<file path="src/rtl/mesh_term_injector.sv">
// mesh_term_injector: formats host transactions into mesh packets and queues them toward one mesh terminal port
module mesh_term_injector #(
  parameter int pckg_sz = 41,
  parameter int fifo_depth = 8,
  parameter int ROWS = 4,
  parameter int COLUMS = 4,
  parameter logic [7:0] bdcst = 8'hFF,
  parameter int GAP = 0
) (
  input  logic clk,
  input  logic reset,
  input  logic wr_en,
  input  logic [3:0] dst_row,
  input  logic [3:0] dst_col,
  input  logic mode,
  input  logic bcst,
  input  logic [pckg_sz-18:0] payload,
  input  logic popin,
  output logic pndng_i_in,
  output logic [pckg_sz-1:0] data_out_i_in,
  output logic [$clog2(fifo_depth+1)-1:0] count,
  output logic full,
  output logic overflow,
  output logic bad_dst,
  output logic pop_err,
  output logic [15:0] sent_cnt
);
  localparam int pw = $clog2(fifo_depth);
  localparam int cw = $clog2(fifo_depth+1);
  logic [pckg_sz-1:0] mem [fifo_depth];
  logic [pw-1:0] wr_ptr, rd_ptr;
  logic [3:0] gap_cnt;
  logic [7:0] dst;
  logic in_rng, pop, push;
  function automatic logic [pw-1:0] inc(input logic [pw-1:0] p);
    return p == pw'(fifo_depth-1) ? '0 : p + 1'b1;
  endfunction
  always_comb begin
    dst = bcst ? bdcst : {dst_row, dst_col};
    in_rng = bcst || (32'(dst_row) <= ROWS + 1 && 32'(dst_col) <= COLUMS + 1);
    pndng_i_in = count != '0 && gap_cnt == '0;
    full = count == cw'(fifo_depth);
    pop = popin && pndng_i_in;
    push = wr_en && in_rng && (!full || pop);
    data_out_i_in = count != '0 ? mem[rd_ptr] : '0;
  end
  always_ff @(posedge clk)
    if (push && !reset) mem[wr_ptr] <= {8'h00, dst, mode, payload};
  always_ff @(posedge clk)
    if (reset) begin
      wr_ptr <= '0;
      rd_ptr <= '0;
      count <= '0;
      gap_cnt <= '0;
      overflow <= 1'b0;
      bad_dst <= 1'b0;
      pop_err <= 1'b0;
      sent_cnt <= '0;
    end else begin
      wr_ptr <= push ? inc(wr_ptr) : wr_ptr;
      rd_ptr <= pop ? inc(rd_ptr) : rd_ptr;
      count <= count + cw'(push) - cw'(pop);
      gap_cnt <= pop ? 4'(GAP) : gap_cnt - 4'(gap_cnt != '0);
      overflow <= overflow | (wr_en && in_rng && full && !pop);
      bad_dst <= bad_dst | (wr_en && !in_rng);
      pop_err <= pop_err | (popin && !pndng_i_in);
      sent_cnt <= sent_cnt + 16'(pop && sent_cnt != '1);
    end
endmodule

</file>
<file path="config.mk">
export PLATFORM = sky130hd
export DESIGN_NAME = mesh_term_injector
export DESIGN_NICKNAME = d
export VERILOG_FILES = /design/src/rtl/mesh_term_injector.sv
export SDC_FILE = /design/constraint.sdc
export NUM_CORES = 1
export LEC_CHECK = 0
export ABC_CLOCK_PERIOD_IN_PS = 7600
export BUFFER_PORTS_ARGS = -buffer_cell sky130_fd_sc_hd__buf_4
export CAP_MARGIN = 20
export CORE_ASPECT_RATIO = 0.75
export CORE_MARGIN = 8
export CORE_UTILIZATION = 40
export CTS_CLUSTER_DIAMETER = 50
export DETAILED_ROUTE_END_ITERATION = 6
export PLACE_DENSITY = 0.55
export RECOVER_POWER = 50
export SLEW_MARGIN = 40
export SYNTH_ARGS = -nofsm -noshare
export SYNTH_HDL_FRONTEND = slang
export SYNTH_SLANG_ARGS = --single-unit
</file>
<file path="constraint.sdc">
create_clock -name clk -period 7.6 [get_ports clk]
set_input_delay 0.38 -clock clk [delete_from_list [all_inputs] [get_ports clk]]
set_output_delay 0.38 -clock clk [all_outputs]
set_load 0.1 [all_outputs]
</file>
==> results of run 1 <==
worst register-to-register path: stages, from the launching register on:
cell and delay [ns]:
dfxtp_1 0.32, inv_1 0.10, ha_1 0.19, nor3b_1 0.18, clkbuf_1 1.61, nor3_1 0.47, o21ai_0 0.31, ha_1 0.21
inv_1 0.06, fa_1 0.38, xor2_1 0.14, nor2_1 0.05
power breakdown:
part | switching (mW) | total (mW) | internal [mW]
logic | 1.33 | 1.74 | 0.413
registers | 0.0605 | 1.90 | 1.84
clock network | 0.594 | 1.38 | 0.789
total | 1.98 | 5.02 | 3.04
path summary, 6_finish.rpt:
check	from	slack [ns]	endpoint
min	wr_en	0.09	bad_dst
min reg2reg	overflow	0.48	overflow
max	count[2]	3.47	count[2]
max reg2reg	count[2]	3.47	count[2]
layout by cell type (no fill, tap or decap), types with 9 or more instances in the layout:
cell type,netlist,routed
edfxtp_1,264,264
mux4_2,66,66
buf_4,8,57
nor2_1,56,56
clkbuf_1,14,56
mux2i_1,34,34
dfxtp_1,36,33
clkbuf_16,0,30
nand2_1,15,15
ha_1,13,13
inv_1,12,12
clkinv_1,0,11
nor3_1,9,9
or2_0,0,9
o21ai_0,9,9
a21oi_1,9,9
cell families (layout without fill, tap and decap cells):
group,after synthesis,after routing
flip-flops,300,300
AND/OR/NAND/NOR,136,136
multiplexers,101,101
buffers and inverters,48,180
AO/OA/AOI/OAI,23,23
adder cells (fa/ha/maj),14,14
XOR/XNOR,13,13
other,1,8
stage by stage:
stage / util (%) / power (mW) / setup WS, ns / instances
2_1_floorplan: - / 3.33 / 1.36 / 643
3_3_place_gp: 44.8 / 3.72 / 4.51 / 1110
3_5_place_dp: 45.0 / 3.74 / 4.45 / 1112
4_1_cts: 48.2 / 5.13 / 3.87 / 1167
5_1_grt: 47.4 / 5.23 / 2.93 / 1167
6_report: 47.4 / 5.02 / 3.47 / 1167
state kept, by name (all words and copies together), names as in the netlist, named ones only:
register / count
rd_ptr: 3
sent_cnt: 16
overflow: 1
count: 4
bad_dst: 1
gap_cnt: 4
wr_ptr: 3
pop_err: 1
mem: 264
per-layer routing:
metal  vias up  GRT usage [%]
met2       119           24.3
met1      3095           18.4
met4         4           2.15
met3        30           3.07
met5         -              0
li1       2717              -
cell type report:
cell class,instances,share of cell area (%)
inverters,13,0.353
clock buffers,34,5.54
multi-input cells,295,21.9
flip-flops and latches,300,62.7
clock inverters,21,1.17
repair buffers,112,4.88
well taps,392,3.55
==> impl_metrics.py, run 1 <==
metrics = {
    "status": {
        "outcome": "finished, violations left",
        "violations": "max-capacitance violations, max-slew violations",
    },
    "routing": {
        "antenna_left": 0,
        "num_vias": 5965,
        "viasPerCell": 5.11,
        "dr.max_layer_used": "met5",
        "wl_met3_microns": 1170,
        "drtPass1Iterations": 4,
        "met1_length_microns": 11100,
        "wl_microns": 24800,
        "route.met2.wl_microns": 12200,
        "initialDrtViolationCount": 342,
        "drc_errors": 0,
        "wl_per_cell_microns": 21.2,
    },
    "floorplanning": {
        "die_height_microns": 165,
        "die-area_sq_um": 35400,
        "rows": 54,
        "core-area_sq_um": 29100,
        "die_w_microns": 215,
        "io_pins": 104,
        "start_util_pct": 40.7,
    },
    "yosys": {
        "synth-seq-cells": 300,
        "synth-seq-area-share_pct": 73.0,
        "syn_area_sq_um": 11800,
        "yosys_most_used_dff": "edfxtp_1",
        "synth_top_family_by_area": "multiplexers",
        "ys_types": 44,
        "yosysWarnings": 0,
        "yosys.area_share.simple_pct": 5.95,
        "async_flop_share_pct": 0,
        "synthXorXnorAreaFrac_pct": 0.961,
        "synth_adder_area_share_pct": 1.54,
        "yosys-top-cells-area": "edfxtp_1 67%, mux4_2 13%, dfxtp_1 6.1%",
        "synthMuxAreaShare_pct": 15.5,
        "synth_area_leader_cell": "edfxtp_1",
        "synth.most_common_cell": "edfxtp_1",
        "syn-instance-count": 636,
        "synth-compound-area-share_pct": 1.08,
        "synthTopCellsByCount": "264 x edfxtp_1, 66 x mux4_2, 56 x nor2_1",
        "syn_area_per_cell_sq_um": 18.6,
        "synth_edf_count": 264,
        "synth_top_area_share_pct": 66.9,
    },
    "worst_setup_path": {
        "slowest_stage": "clkbuf_1",
        "path_class": "reg -> reg",
        "required_ns": 8.02,
        "critPathTopFamily": "buffers and inverters",
        "path_depth": 11,
        "cp_max_fo": 34,
        "crit_chain": "inv_1, ha_1, nor3b_1, clkbuf_1, nor3_1, o21ai_0, ha_1, inv_1, fa_1, xor2_1, nor2_1",
        "worst-path-buf-inv": 3,
        "crit_path_end_kind": "register",
        "startpoint_type": "register",
        "crit_arrival_ns": 4.55,
        "r2r_cells": 11,
        "critical-path-max-stage-delay_ns": 1.61,
    },
    "final_layout": {
        "seq_area_sq_um": 8660,
        "drive_gt1_share_pct": 23.1,
        "num_antenna_cells": 0,
        "nets": 804,
        "multiInputGateArea_sq_um": 3020,
        "area_delta_synth_final_pct": 16.7,
        "n_fill_cell": 2499,
        "stdcell_area_sq_um": 13800,
    },
    "clock_tree": {
        "cts_hold_buffers": 0,
        "clockBufferDepth": 3,
        "cts_tree": "built",
        "numCtsBuffers": 30,
        "clkSlewWorstSetupHoldPaths_ns": 0.06,
        "clkSinkCount": 300,
        "cts_root_buf": "clkbuf_16",
        "worst_skew_pair.late_latency_ns": 0.55,
        "h-tree-depth": 1,
        "cts_resized": 0,
        "post_cts_buffers": 0,
    },
    "pwr": {
        "power_density_nw_per_um2": 364,
        "leakagePower_nw": 4.34,
        "vdd_drop_max_uv": 260,
    },
    "timing": {
        "tns_ns": 0,
        "worst_slew_pin_slew_ns": 2.24,
        "fin_crit_sh_pct": 54.4,
        "clock-skew-final_ns": 0.0184,
        "rsz0062_at_grt": "no",
        "final.min_clock_period_ns": 4.13,
        "slew_headroom_pct": -49.3,
        "max_freq_mhz": 242,
        "hold_viol_final": 0,
        "whs_ns": 0.0913,
        "setup_violations": 0,
        "slew_violations": 35,
    },
    "grt": {
        "grt_pass1_vias": 6413,
        "overflow": 0,
        "grt_pass1_wl_microns": 38700,
        "antenna_found_initial": 2,
        "grt_max_degree": 43,
        "grt_use_total_pct": 14.0,
    },
    "place": {
        "dp_hpwl_microns": 14900,
        "gp_congestion": 0.720,
        "place_area_sq_um": 13100,
        "io_buffers": 95,
    },
    "min_path": {
        "worstHoldPathCells": 3,
        "min_path_type": "in -> reg",
    },
    "run": {
        "drv_cap": 1,
    },
}
No activity file was read; power rests on OpenSTA's default activity.
==> run 2: changes to the inputs <==
--- a/config.mk
+++ b/config.mk
@@ -5,7 +5,7 @@
 export SDC_FILE = /design/constraint.sdc
 export NUM_CORES = 1
 export LEC_CHECK = 0
-export ABC_CLOCK_PERIOD_IN_PS = 7600
+export ABC_CLOCK_PERIOD_IN_PS = 3450
 export BUFFER_PORTS_ARGS = -buffer_cell sky130_fd_sc_hd__buf_4
 export CAP_MARGIN = 20
 export CORE_ASPECT_RATIO = 0.75
@@ -13,7 +13,7 @@
 export CORE_UTILIZATION = 40
 export CTS_CLUSTER_DIAMETER = 50
 export DETAILED_ROUTE_END_ITERATION = 6
-export PLACE_DENSITY = 0.55
+export PLACE_DENSITY = 0.57
 export RECOVER_POWER = 50
 export SLEW_MARGIN = 40
 export SYNTH_ARGS = -nofsm -noshare
==> constraint.sdc (replaced) <==
create_clock -name clk -period 3.45 [get_ports clk]
set_input_delay 0.1725 -clock clk [delete_from_list [all_inputs] [get_ports clk]]
set_output_delay 0.1725 -clock clk [all_outputs]
set_load 0.1 [all_outputs]
==> impl_metrics.py, run 2 (synthesis gave the netlist of run 1 again) <==
metrics = {
    "final_layout": {
        "regMostFlops": "mem",
        "multiInputGateArea_sq_um": 3080,
        "area_delta_synth_final_pct": 20.0,
        "largest_reg_flops": 264,
        "nets": 836,
        "stdcell_area_sq_um": 14200,
        "drive_gt1_share_pct": 22.8,
        "n_fill_cell": 2437,
        "largestRegisters": "mem (264), sent_cnt (16)",
        "num_antenna_cells": 0,
        "layout_common_cells": "264 x edfxtp_1, 66 x mux4_2, 62 x clkbuf_1",
        "seq_area_sq_um": 8660,
        "final_cells": 1198,
        "final_common_cell": "edfxtp_1",
    },
    "grt": {
        "grt_max_degree": 43,
        "antenna_found_initial": 1,
        "grt_use_total_pct": 13.6,
        "overflow": 0,
        "grt_pass1_vias": 6439,
        "grt_pass1_wl_microns": 37900,
    },
    "pwr": {
        "power_density_nw_per_um2": 786,
        "leakagePower_nw": 4.48,
        "vdd_drop_max_uv": 587,
    },
    "timing": {
        "fin_crit_sh_pct": 87.2,
        "slew_headroom_pct": 21.2,
        "setup_violations": 0,
        "worst_slew_pin_slew_ns": 1.19,
        "final.min_clock_period_ns": 3.01,
        "clock-skew-final_ns": 0.0192,
        "whs_ns": 0.0331,
        "max_freq_mhz": 332,
        "tns_ns": 0,
        "rsz0062_at_grt": "no",
        "hold_viol_final": 0,
        "slew_violations": 0,
        "worst_slack_ns": 0.440,
    },
    "run": {
        "drv_cap": 0,
    },
    "place": {
        "place_area_sq_um": 13200,
        "io_buffers": 95,
        "pre_cts_ws_ns": 0.595,
        "gp_congestion": 0.738,
        "dp_hpwl_microns": 14200,
        "placed_cells": 1111,
    },
    "clock_tree": {
        "numCtsBuffers": 30,
        "clkSlewWorstSetupHoldPaths_ns": 0.06,
        "cts_root_buf": "clkbuf_16",
        "cts_tree": "built",
        "worst_skew_pair.late_latency_ns": 0.55,
        "clkSinkCount": 300,
        "clockBufferDepth": 3,
        "cts_resized": 0,
        "h-tree-depth": 1,
    },
    "min_path": {
        "min_path_type": "in -> reg",
    },
    "routing": {
        "dr.max_layer_used": "met5",
        "met1_length_microns": 11300,
        "wl_microns": 24200,
        "viasPerCell": 5.06,
        "wl_met3_microns": 1000,
        "wl_per_cell_microns": 20.2,
        "initialDrtViolationCount": 355,
        "antenna_left": 0,
        "route.met2.wl_microns": 11500,
        "drc_errors": 0,
        "drtPass1Iterations": 4,
        "num_vias": 6059,
    },
    "floorplanning": {
        "io_pins": 104,
        "die_height_microns": 165,
        "die-area_sq_um": 35400,
        "start_util_pct": 40.7,
        "core-area_sq_um": 29100,
        "rows": 54,
        "die_w_microns": 215,
    },
    "worst_setup_path": {
        "cp_max_fo": 33,
        "path_class": "in -> reg",
        "required_ns": 3.63,
        "crit_path_end_kind": "register",
        "crit_arrival_ns": 3.19,
        "startpoint_type": "primary input",
    },
    "status": {
        "outcome": "finished clean",
    },
}
## run 2: final cells by class
cell class | count | area share, %
flip-flops and latches | 300 | 60.9
multi-input cells | 295 | 21.6
repair buffers | 144 | 7.07
clock buffers | 37 | 5.47
well taps | 392 | 3.45
clock inverters | 17 | 1.07
inverters | 13 | 0.343
## run 2: stage by stage
step	utilization (%)	power [mW]
floorplan	-	7.36
global placement	45.3	8.21
detailed placement	45.3	8.26
CTS	49.6	11.4
global route	48.8	11.6
finish	48.8	11.2
## run 2: worst paths after layout
kind / startpoint / to / slack (ns) / cells past startpoint
worst min-delay path: reset / sent_cnt[5] / 0.03 / 2
worst min register to register: overflow / overflow / 0.46 / 2
worst max register to register: count[2] / count[1] / 0.53 / 10
worst max-delay path: dst_row[3] / mem[6][13] / 0.44 / 7
## run 2: metal layers
metal / global-route usage (%) / up-vias
met4: 2.80 / 2
li1: - / 2786
met3: 2.95 / 31
met2: 22.2 / 117
met5: 0 / -
met1: 18.8 / 3123
## run 2: critical path, cell delays in order
cell           delay (ns)
dlygate4sd3_1        0.55
clkbuf_1             0.14
a211oi_1             0.48
o211ai_1             0.30
or2_0                0.64
nor4b_4              0.38
buf_4                0.50
## run 2: report_power, final
part           internal [mW]  switching (mW)  total (mW)
registers               4.06           0.126        4.18
clock network           1.75            1.32        3.07
logic                  0.963            2.95        3.91
## run 2: what timing repair did
action	CTS	global route
setup buffers	0	0
hold buffers	33	0
endpoints found under the hold margin	245	0
